## src/rtl/fetch_unit.sv

```systemverilog
// fetch_unit: instruction-fetch stage with PC ownership, pipelined imem requests
// and an in-order fetch queue feeding decode.
//
// Optional feature macro: FETCH_MISALIGN_CHK_EN
//   defined   : a redirect to a non-word-aligned target pushes a single marker
//               entry (NOP, id_misalign_o=1) and halts fetch until the next redirect.
//   undefined : redirect target bits [1:0] are forced to zero; no id_misalign_o port.
//
// Ports:
//   clk, rst                    clock, asynchronous active-high reset
//   imem_req_o / imem_addr_o    fetch request and its address (current fetch PC)
//   imem_gnt_i                  request accepted this cycle
//   imem_rvalid_i / imem_rdata_i in-order response
//   redirect_i / redirect_pc_i  flush queue and restart fetch at a new PC
//   id_valid_o / id_ready_i     decode handshake for the queue head
//   id_instr_o / id_pc_o        head instruction and its PC
//   id_misalign_o               head is a misaligned-target marker (feature build only)

module fetch_unit #(
    parameter int unsigned         PC_WIDTH    = 32,
    parameter int unsigned         INSTR_WIDTH = 32,
    parameter logic [PC_WIDTH-1:0] RESET_PC    = '0,
    parameter int unsigned         FQ_DEPTH    = 4
) (
    input  logic                   clk,
    input  logic                   rst,
    output logic                   imem_req_o,
    output logic [PC_WIDTH-1:0]    imem_addr_o,
    input  logic                   imem_gnt_i,
    input  logic                   imem_rvalid_i,
    input  logic [INSTR_WIDTH-1:0] imem_rdata_i,
    input  logic                   redirect_i,
    input  logic [PC_WIDTH-1:0]    redirect_pc_i,
    output logic                   id_valid_o,
    input  logic                   id_ready_i,
    output logic [INSTR_WIDTH-1:0] id_instr_o,
    output logic [PC_WIDTH-1:0]    id_pc_o
`ifdef FETCH_MISALIGN_CHK_EN
    ,
    output logic                   id_misalign_o
`endif
);

    localparam int unsigned IDX_W = (FQ_DEPTH > 1) ? $clog2(FQ_DEPTH) : 1;
    localparam int unsigned PTR_W = IDX_W + 1;
    localparam int unsigned SUM_W = PTR_W + 2;
    localparam logic [INSTR_WIDTH-1:0] NOP_INSTR = INSTR_WIDTH'(32'h0000_0013);

    // Queue storage and bookkeeping
    logic [PC_WIDTH-1:0]    r_q_pc    [FQ_DEPTH];
    logic [INSTR_WIDTH-1:0] r_q_instr [FQ_DEPTH];
    logic [FQ_DEPTH-1:0]    r_q_arrived;
    logic [PC_WIDTH-1:0]    r_fetch_pc;
    logic [PTR_W-1:0]       r_alloc;
    logic [PTR_W-1:0]       r_fill;
    logic [PTR_W-1:0]       r_head;
    logic [PTR_W-1:0]       r_inflight;
    logic [PTR_W-1:0]       r_discard;

    logic [PTR_W-1:0]       w_occ;
    logic [SUM_W-1:0]       w_credit_used;
    logic                   w_halt;
    logic                   w_grant;
    logic                   w_drop;
    logic                   w_fill_wr;
    logic                   w_resp_any;
    logic                   w_pop;
    logic [PC_WIDTH-1:0]    w_redir_pc;
    logic [PTR_W-1:0]       w_redir_discard;
    logic [IDX_W-1:0]       w_head_idx;
    logic [IDX_W-1:0]       w_alloc_idx;
    logic [IDX_W-1:0]       w_fill_idx;

`ifdef FETCH_MISALIGN_CHK_EN
    logic [FQ_DEPTH-1:0]    r_q_misalign;
    logic                   r_halted;
    assign w_halt     = r_halted;
    assign w_redir_pc = redirect_pc_i;
`else
    logic                   w_unused_pc_lsb;
    assign w_halt          = 1'b0;
    assign w_redir_pc      = {redirect_pc_i[PC_WIDTH-1:2], 2'b00};
    assign w_unused_pc_lsb = ^redirect_pc_i[1:0];
`endif

    assign w_head_idx  = r_head[IDX_W-1:0];
    assign w_alloc_idx = r_alloc[IDX_W-1:0];
    assign w_fill_idx  = r_fill[IDX_W-1:0];

    // Arrived-but-unpopped entries; allocated-not-arrived entries are covered by inflight
    assign w_occ         = r_fill - r_head;
    assign w_credit_used = SUM_W'(w_occ) + SUM_W'(r_inflight) + SUM_W'(r_discard);

    assign imem_req_o  = !rst && !redirect_i && !w_halt && (w_credit_used < SUM_W'(FQ_DEPTH));
    assign imem_addr_o = r_fetch_pc;
    assign w_grant     = imem_req_o && imem_gnt_i;

    // Stale responses drain first; responses with nothing outstanding are ignored
    assign w_drop     = imem_rvalid_i && (r_discard != '0);
    assign w_fill_wr  = imem_rvalid_i && (r_discard == '0) && (r_inflight != '0);
    assign w_resp_any = w_drop || w_fill_wr;

    // Every outstanding response becomes stale; one arriving this cycle is consumed now
    assign w_redir_discard = r_discard + r_inflight - PTR_W'(w_resp_any);

    assign id_valid_o = r_q_arrived[w_head_idx] && (w_occ != '0);
    assign id_instr_o = r_q_instr[w_head_idx];
    assign id_pc_o    = r_q_pc[w_head_idx];
    assign w_pop      = id_valid_o && id_ready_i;

`ifdef FETCH_MISALIGN_CHK_EN
    assign id_misalign_o = id_valid_o && r_q_misalign[w_head_idx];
`endif

    // Fetch PC, pointers, counters and queue entries
    always_ff @(posedge clk or posedge rst) begin
        if (rst) begin
            r_fetch_pc  <= RESET_PC;
            r_alloc     <= '0;
            r_fill      <= '0;
            r_head      <= '0;
            r_inflight  <= '0;
            r_discard   <= '0;
            r_q_arrived <= '0;
            for (int unsigned i = 0; i < FQ_DEPTH; i++) begin
                r_q_pc[i]    <= '0;
                r_q_instr[i] <= '0;
            end
`ifdef FETCH_MISALIGN_CHK_EN
            r_q_misalign <= '0;
            r_halted     <= 1'b0;
`endif
        end else if (redirect_i) begin
            r_fetch_pc  <= w_redir_pc;
            r_alloc     <= '0;
            r_fill      <= '0;
            r_head      <= '0;
            r_inflight  <= '0;
            r_discard   <= w_redir_discard;
            r_q_arrived <= '0;
`ifdef FETCH_MISALIGN_CHK_EN
            r_q_misalign <= '0;
            r_halted     <= 1'b0;
            // Misaligned target: park a ready marker at slot 0 and stop fetching
            if (redirect_pc_i[1:0] != 2'b00) begin
                r_q_pc[0]       <= redirect_pc_i;
                r_q_instr[0]    <= NOP_INSTR;
                r_q_misalign[0] <= 1'b1;
                r_q_arrived[0]  <= 1'b1;
                r_alloc         <= PTR_W'(1);
                r_fill          <= PTR_W'(1);
                r_halted        <= 1'b1;
            end
`endif
        end else begin
            if (w_grant) begin
                r_q_pc[w_alloc_idx]      <= r_fetch_pc;
                r_q_arrived[w_alloc_idx] <= 1'b0;
`ifdef FETCH_MISALIGN_CHK_EN
                r_q_misalign[w_alloc_idx] <= 1'b0;
`endif
                r_alloc    <= r_alloc + PTR_W'(1);
                r_fetch_pc <= r_fetch_pc + PC_WIDTH'(4);
            end
            if (w_fill_wr) begin
                r_q_instr[w_fill_idx]   <= imem_rdata_i;
                r_q_arrived[w_fill_idx] <= 1'b1;
                r_fill                  <= r_fill + PTR_W'(1);
            end
            r_inflight <= r_inflight + PTR_W'(w_grant) - PTR_W'(w_fill_wr);
            if (w_drop) begin
                r_discard <= r_discard - PTR_W'(1);
            end
            if (w_pop) begin
                r_head <= r_head + PTR_W'(1);
            end
        end
    end

endmodule
```

## config.mk

```make
export PLATFORM = sky130hd
export DESIGN_NAME = fetch_unit
export DESIGN_NICKNAME = d
export VERILOG_FILES = /design/src/rtl/fetch_unit.sv
export SDC_FILE = /design/constraint.sdc
export NUM_CORES = 1
export LEC_CHECK = 0
export BUFFER_PORTS_ARGS = -buffer_cell sky130_fd_sc_hd__buf_4
export CAP_MARGIN = 25
export CORE_MARGIN = 5
export CORE_UTILIZATION = 50
export CTS_CLUSTER_SIZE = 20
export DETAILED_ROUTE_END_ITERATION = 10
export PLACE_DENSITY = 0.7
export SYNTH_ARGS = -nofsm -noshare
export SYNTH_HDL_FRONTEND = slang
export SYNTH_SLANG_ARGS = --single-unit
```

## constraint.sdc

```tcl
create_clock -name clk -period 12.4 [get_ports clk]
set_input_delay 1.86 -clock clk [delete_from_list [all_inputs] [get_ports clk]]
set_output_delay 1.86 -clock clk [all_outputs]
set_load 0.005 [all_outputs]
```

==> After elaboration in Yosys (flattened, before gate mapping) <==
Cells that the tools add are included.
{ "classes": {"addsub": 12, "order_cmp": 11, "muxes": 33, "n_bitwise": 7, "n_reduce_logical": 25} }
{ "ops": {"columns": ["cell", "n"], "rows": [
  ["bitwise mux 128 bit", 2],
  ["2-to-1 mux 32 bit", 8],
  ["binary-select mux 32 bit (select 2 bit)", 2],
  ["demux 32 bit (select 2 bit)", 2],
  ["adder 32 x 3 -> 32 bit (second input constant)", 1],
  ["2-to-1 mux 3 bit", 9],
  ["2-to-1 mux 4 bit", 4],
  ["logical AND 1 bit", 12],
  ["adder 3 x 1 -> 3 bit (second input constant)", 3],
  [">= comparator 3 bit (second input constant)", 3],
  ["less-than comparator 2 x 3 -> 1 bit (second input constant)", 3],
  ["NOT 2 -> 3 bit", 3],
  ["nonzero test 3 bit", 3],
  ["nonzero test 2 bit", 4],
  ["less-than comparator 3 x 1 -> 1 bit (second input constant)", 2],
  ["subtractor 3 x 1 -> 3 bit", 2],
  ["adder 4 x 3 -> 5 bit", 1],
  ["less-than comparator 5 x 3 -> 1 bit (second input constant)", 1],
  ["adder 3 x 3 -> 4 bit", 1],
  ["AND 4 bit", 1],
  ["demux 1 bit (select 2 bit)", 2],
  [">= comparator 2 x 1 -> 1 bit (second input constant)", 2],
  ["NOT 4 bit", 1],
  ["OR 4 bit", 1],
  ["other kinds (11)", 15]
]} }
{ "word_totals": {"register_bits": 307, "wordCells": 103} }

==> Logic depth before layout (Yosys ltp) <==
Gate-level depths: netlist of the first run.
{ "logic_depth": {"ltp_word": 11, "depth_mapped": 19, "depth_no_buf": 18} }

==> Worst setup path before layout of the first run <==
Ideal clock, no wire load.
{ "synth_path": {"kind": "reg2out", "start": "reg r_fill[0]", "end": "out imem_req_o", "arrival_time_ps": 2727, "t_required_ps": 10540, "slack_ps": 7813, "path_stages_with_launch": 11, "n_path_buf": 0, "path_cell_list": "dfrtp_1 > inv_1 > ha_1 > fa_1 > xor3_1 > fa_1 > inv_1 > fa_1 > nor3b_2 > o211ai_1 > nor2_1"} }
{ "synth_via": {"elab_chain_len": 5} }
{ "synth_lines": {"columns": ["element", "line", "rtl"], "rows": [
  ["start: declaration", "55", "logic [PTR_W-1:0] r_fill;"],
  ["start signal: assignment", "168", "r_fill <= r_fill + PTR_W'(1);"],
  ["subtractor 3 bit", "91", "assign w_occ = r_fill - r_head;"],
  ["adder 3 x 3 -> 4 bit", "92", "assign w_credit_used = SUM_W'(w_occ) + SUM_W'(r_inflight) + SUM_W'(r_discard);"],
  ["adder 4 x 3 -> 5 bit", "92", null],
  ["less-than comparator 5 x 3 -> 1 bit", "94", "assign imem_req_o = !rst && !redirect_i && !w_halt && (w_credit_used < SUM_W'(FQ_DEPTH));"],
  ["logical AND 1 bit", "94", null],
  ["end: declaration", "27", "output logic imem_req_o,"]
]} }
No other way between the ends.

==> Worst setup path in the final report of the first run <==
{ "layout_path": {"start": "reg r_head[0]", "end": "out imem_req_o"} }
{ "layout_via": {"elab_chain_len": 5} }
{ "layout_lines": {"columns": ["element", "line", "rtl"], "rows": [
  ["start: declaration", "56", "logic [PTR_W-1:0] r_head;"],
  ["start signal: assignment", "175", "r_head <= r_head + PTR_W'(1);"],
  ["subtractor 3 bit", "91", null],
  ["adder 3 x 3 -> 4 bit", "92", null],
  ["adder 4 x 3 -> 5 bit", "92", null],
  ["less-than comparator 5 x 3 -> 1 bit", "94", null],
  ["logical AND 1 bit", "94", null]
]} }
No other way between the ends.

==> results.sh, run 1 <==
export IMPL_hold_depth=2
export IMPL_r2r_cells=17
export IMPL_rsz0062_at_grt="no"
export IMPL_layout_common_cells="294 x dfrtp_1, 242 x mux2_2, 172 x buf_4, 63 x mux4_2, 50 x nand2_1"
export IMPL_numClockSinks=296
export IMPL_clock_latency_ns=0.50
export IMPL_powerDensity_nw_per_um2=178
export IMPL_critPathKind="register to output port"
export IMPL_drt_iter0_drc=616
export IMPL_place_area_um2=15400
export IMPL_holdPathEnd="r_q_pc[10]"
export IMPL_worst_pin_slew_ns=0.929
export IMPL_maxSlewViolCount=0
export IMPL_synth_ff_type="dfrtp_1"
export IMPL_maxCapViolCount=0
export IMPL_yosysSeqAreaShare_pct=53.1
export IMPL_clk_path_buf_depth=3
export IMPL_worstHoldStart="r_q_pc[10]"
export IMPL_gp_congestion=0.794
export IMPL_first_pass_iters=5
export IMPL_synth_edf_count=0
export IMPL_postSynth_asyncResetShare_pct=100
export IMPL_worstPathArrival_ns=4.00
export IMPL_grt_pass1_vias=9007
export IMPL_wirelength_um=31300
export IMPL_post_cts_resized=0
export IMPL_synth_seq_cells=296
export IMPL_dieArea_um2=31400
export IMPL_r2r_end="r_inflight[2]"
export IMPL_cts_tree="yes"
export IMPL_final_common_cell="dfrtp_1"
export IMPL_diodes=0
export IMPL_design_area_um2=16700
export IMPL_period_minus_slack_ns=5.86
export IMPL_cts_hold_buf=0
export IMPL_synthTopCellsByArea="dfrtp_1 53%, mux2_2 20%, mux4_2 10%"
export IMPL_power_leakage_uw=0.00789
export IMPL_rr_startpoint="r_head[0]"
export IMPL_synth_area_um2=14000
export IMPL_die_w_um=177
export IMPL_hp_class="register to register"
export IMPL_via_count=8545
export IMPL_io_buffers=161
export IMPL_multi_input_area_um2=6090
export IMPL_clkTransAtPathRegs_ns=0.06
export IMPL_ios=168
export IMPL_netlist_top_cell_by_area="dfrtp_1"
export IMPL_area_growth_pct=19.5
export IMPL_detail_route_vias_per_cell=5.65
export IMPL_synth_cells=966
export IMPL_yosysWarningCount=0
export IMPL_max_freq_ghz=0.171
export IMPL_yosysUniqueCellTypes=64
export IMPL_nets=1207
export IMPL_synth_avg_cell_area_um2=14.5
export IMPL_dp_hpwl_um=19200
export IMPL_status="complete, no violations"
export IMPL_n_fill_cell=2189
export IMPL_grt_overflow=0
export IMPL_ir_drop_v=0.000117
export IMPL_slew_headroom_pct=38.1
export IMPL_coreArea_um2=27700
export IMPL_finalSetupViolCount=0
export IMPL_rrSetupSlack_ns=6.74
export IMPL_grt_pass1_wl_um=51100
export IMPL_grt_max_degree=160
export IMPL_htree_levels=2
export IMPL_root_buffer="clkbuf_16"
export IMPL_whs_ns=0.481
export IMPL_postRouteAntennaNets=0
export IMPL_grt_use_total_pct=20.5
export IMPL_numCtsBuffers=34
export IMPL_hold_viol=0
export IMPL_num_rows=61
export IMPL_end_kind="output port"
export IMPL_regArea_um2=7410
export IMPL_drcViolationCount=0
export IMPL_post_drt_wl_per_cell_um=20.7
export IMPL_timing_final_crit_share_pct=47.2
export IMPL_drive_above_1_share_pct=49.0
export IMPL_required_ns=10.54
export IMPL_critPathLaunchType="register"
export IMPL_skew_ns=0.00953
export IMPL_final_setup_tns_ns=0
export IMPL_start_util_pct=50.4
export IMPL_fp_dieH_um=177
export IMPL_worstPathMaxFanout=34
export IMPL_antenna_found_initial=1
export IMPL_yosys_area_top_type_share_pct=53.1
export IMPL_postCtsSetupBuffers=0
## worst max path at each step
stage                     cells after the start  startpoint  slack, ns         endpoint
after floorplan                               1         rst       2.36  imem_addr_o[10]
after global routing                         10   r_head[0]       6.32       imem_req_o
after CTS                                    10   r_head[0]       6.47       imem_req_o
final                                        10   r_head[0]       6.54       imem_req_o
after global placement                       17   r_head[0]       6.82    r_inflight[2]
after detailed placement                     17   r_head[0]       6.71    r_inflight[2]
## state kept, by name, summed over array words and instances, names as in the netlist
signal / cells
r_fill: 3
r_q_instr: 128
r_head: 3
r_discard: 3
r_q_arrived: 4
imem_addr_o: 30
r_q_pc: 120
r_inflight: 3
r_alloc: 2
## power by group
part | internal [uW] | leakage (uW) | switching [uW]
combinational | 386 | 0.00330 | 248
clock | 700 | 0.000609 | 391
sequential | 1130 | 0.00398 | 112
total | 2220 | 0.00789 | 751
## layer usage
metal  vias to the layer above  routed length (um)  global-route usage [%]
met4                         2                 742                    5.48
met2                       223               14800                    32.4
li1                       3851                   -                       -
met3                        57                1860                    4.61
met1                      4412               13800                    29.1
met5                         -                  20                       0
## synthesized netlist by cell type, types with 3 or more instances
| cell | count |
|---|---|
| dfrtp_1 | 296 |
| mux2_2 | 242 |
| mux4_2 | 63 |
| nand2_1 | 50 |
| buf_2 | 35 |
| o21ai_0 | 27 |
| inv_1 | 23 |
| ha_1 | 21 |
| clkbuf_1 | 20 |
| nor2_1 | 20 |
| nand3_1 | 18 |
| nor3_1 | 15 |
| buf_4 | 10 |
| xnor2_1 | 10 |
| a21oi_1 | 8 |
| xor2_1 | 7 |
| a221o_1 | 6 |
| and3_1 | 6 |
| fa_1 | 6 |
| mux2i_1 | 6 |
| a21o_1 | 5 |
| nand4_1 | 5 |
| o211ai_1 | 5 |
| o311ai_0 | 4 |
| a31o_2 | 3 |
| buf_6 | 3 |
| nor2b_1 | 3 |
| nor3b_1 | 3 |
## through the flow
| stage | util (%) | cells | total power [uW] | worst slack, ns |
|---|---|---|---|---|
| after floorplan | - | 969 | 1630 | 2.36 |
| after global placement | 55.5 | 1449 | 1880 | 6.82 |
| after detailed placement | 55.6 | 1450 | 1900 | 6.71 |
| after CTS | 60.0 | 1511 | 3010 | 6.47 |
| after global routing | 60.2 | 1513 | 3120 | 6.32 |
| final | 60.2 | 1513 | 2970 | 6.54 |
## logic make-up (layout without fill, tap and decap cells)
| kind of cell | count (synthesis) | count (layout) | synth area share (%) |
|---|---|---|---|
| buffers and inverters | 95 | 261 | 3.41 |
| multiplexers | 311 | 311 | 30.1 |
| adder cells (fa/ha/maj) | 27 | 27 | 2.74 |
| XOR/XNOR | 18 | 18 | 1.24 |
| other | 1 | 4 | 0.0269 |
| AND/OR/NAND/NOR | 143 | 143 | 5.66 |
| flip-flops | 296 | 296 | 53.1 |
| AO/OA/AOI/OAI | 75 | 75 | 3.75 |
## area by class of cell
type / count / share of cell area (%)
Inverter: 25 / 0.607
Multi-Input combinational cell: 578 / 36.5
Timing Repair Buffer: 175 / 8.19
Sequential cell: 296 / 44.4
Clock inverter: 7 / 0.960
Tap cell: 378 / 2.83
Clock buffer: 54 / 6.47
## critical path, cell delays in order (launching register included)
cell and delay, ns:
dfrtp_4 0.75, ha_1 0.32, fa_1 0.39, xor3_1 0.24, fa_1 0.56, inv_1 0.08, fa_1 0.44, nor3b_2 0.27
o211ai_1 0.13, nor2_1 0.17, buf_4 0.15
No activity file was read; power rests on OpenSTA's default activity.
==> run 2: changes to the inputs <==
==> constraint.sdc (replaced) <==
create_clock -name clk -period 5.4 [get_ports clk]
set_input_delay 0.81 -clock clk [delete_from_list [all_inputs] [get_ports clk]]
set_output_delay 0.81 -clock clk [all_outputs]
set_load 0.005 [all_outputs]
==> results.sh, run 2 (synthesis results as in run 1) <==
export IMPL_status="complete, no violations"
export IMPL_post_cts_resized=0
export IMPL_skew_ns=0.0192
export IMPL_hp_class="register to register"
export IMPL_grt_pass1_vias=8986
export IMPL_clkTransAtPathRegs_ns=0.06
export IMPL_critPathLaunchType="register"
export IMPL_slew_headroom_pct=36.7
export IMPL_n_fill_cell=2214
export IMPL_final_common_cell="dfrtp_1"
export IMPL_coreArea_um2=27700
export IMPL_rsz0062_at_grt="no"
export IMPL_timing_final_crit_share_pct=87.1
export IMPL_layout_setup_ws_ns=0.695
export IMPL_die_w_um=177
export IMPL_start_util_pct=50.4
export IMPL_grt_use_met2_pct=32.9
export IMPL_io_buffers=161
export IMPL_first_pass_iters=4
export IMPL_r2r_end="r_inflight[2]"
export IMPL_gp_congestion=0.788
export IMPL_crit_path_start="r_fill[0]"
export IMPL_pre_cts_ws_ns=0.700
export IMPL_worstPathArrival_ns=5.07
export IMPL_post_drt_wl_per_cell_um=20.3
export IMPL_cts_hold_buf=0
export IMPL_ios=168
export IMPL_via_count=8583
export IMPL_layout_common_cells="294 x dfrtp_1, 242 x mux2_2, 179 x buf_4, 63 x mux4_2, 50 x nand2_1"
export IMPL_drt_iter0_drc=462
export IMPL_antenna_found_initial=0
export IMPL_maxCapViolCount=0
export IMPL_numClockSinks=296
export IMPL_grt_use_total_pct=20.1
export IMPL_critPathKind="register to register"
export IMPL_max_freq_ghz=0.213
export IMPL_maxSlewViolCount=0
export IMPL_rrSetupSlack_ns=0.69
export IMPL_clk_path_buf_depth=3
export IMPL_area_growth_pct=19.5
export IMPL_place_area_um2=15500
export IMPL_drcViolationCount=0
export IMPL_met1_usage_pct=27.5
export IMPL_top_register="r_q_instr"
export IMPL_design_area_um2=16700
export IMPL_grtUsageMet3_pct=5.28
export IMPL_postRouteAntennaNets=0
export IMPL_fin_util_pct=60.2
export IMPL_postCtsSetupBuffers=0
export IMPL_largest_reg_flops=128
export IMPL_hold_viol=0
export IMPL_fp_dieH_um=177
export IMPL_finalSetupViolCount=0
export IMPL_end_kind="register"
export IMPL_nets=1214
export IMPL_num_rows=61
export IMPL_power_leakage_uw=0.00790
export IMPL_diodes=0
export IMPL_htree_levels=2
export IMPL_powerDensity_nw_per_um2=405
export IMPL_clock_latency_ns=0.51
export IMPL_grt_pass1_wl_um=50300
export IMPL_dieArea_um2=31400
export IMPL_drive_above_1_share_pct=49.4
export IMPL_dp_hpwl_um=19200
export IMPL_crit_path_end="r_inflight[2]"
export IMPL_worst_pin_slew_ns=0.949
export IMPL_ir_drop_v=0.000300
export IMPL_root_buffer="clkbuf_16"
export IMPL_rr_startpoint="r_fill[0]"
export IMPL_cts_tree="yes"
export IMPL_r2r_cells=19
export IMPL_worstPathMaxFanout=19
export IMPL_period_minus_slack_ns=4.71
export IMPL_required_ns=5.76
export IMPL_grt_max_degree=174
export IMPL_numCtsBuffers=34
export IMPL_wirelength_um=30900
export IMPL_grt_overflow=0
export IMPL_busiest_layer="met2"
export IMPL_final_setup_tns_ns=0
export IMPL_detail_route_vias_per_cell=5.65
## run 2: cell count changes in the layout (fill, tap and decap cells not counted), sizes merged
cell and delta:
clkinvlp +2, buf +7, clkinv +2, clkbuf -4
## run 2: area by class of cell
type,instances,area (um^2),share of cell area (%)
sequential,296,7410,44.4
clock inverter,11,186,1.12
inverter,25,97.6,0.585
timing repair buffer,182,1410,8.46
tap,378,473,2.83
multi-input combinational,578,6090,36.5
clock buffer,50,1010,6.07
## run 2: worst min-delay path by stage
stage                                start              to  slack, ns  cells past startpoint
final                           r_q_pc[18]      r_q_pc[18]       0.47                      2
after global placement          r_q_pc[10]      r_q_pc[10]       0.46                      2
after global routing      redirect_pc_i[7]  imem_addr_o[7]       0.50                      3
after detailed placement        r_q_pc[18]      r_q_pc[18]       0.47                      2
after floorplan                 r_q_pc[10]      r_q_pc[10]       0.44                      2
after CTS                       r_q_pc[18]      r_q_pc[18]       0.48                      2
## run 2: metrics by stage
step	instances	hold slack, ns	power [uW]
detailed placement	1458	0.466	4380
global route	1520	0.499	7120
finish	1520	0.473	6760
CTS	1519	0.478	6840
global placement	1457	0.461	4320
floorplan	969	0.445	3740
## run 2: worst max-delay path: stages (launching register included)
cell	delay [ns]
dfrtp_1	0.41
inv_1	0.10
ha_1	0.22
fa_1	0.37
xor3_1	0.23
fa_1	0.53
inv_1	0.07
fa_1	0.44
nor3b_2	0.27
o2111ai_2	0.20
nor2_4	0.11
buf_4	0.24
inv_2	0.21
ha_1	0.34
inv_1	0.06
ha_1	0.13
inv_1	0.05
fa_1	0.37
xnor2_1	0.16
nor2_1	0.05
## run 2: report_power, final
group          switching (uW)  total (uW)  internal (uW)  leakage (uW)
clock                     902        2440           1540      0.000588
combinational             566        1460            891       0.00333
sequential                262        2860           2600       0.00398
total                    1730        6760           5030       0.00790
## run 2: routing by layer
layer / up-vias / part of all wire [%] / wire (um)
met5: - / 0 / 0
met1: 4475 / 43 / 13300
li1: 3848 / - / -
met4: 0 / 1.7 / 514
met3: 38 / 6.8 / 2100
met2: 222 / 49 / 15000
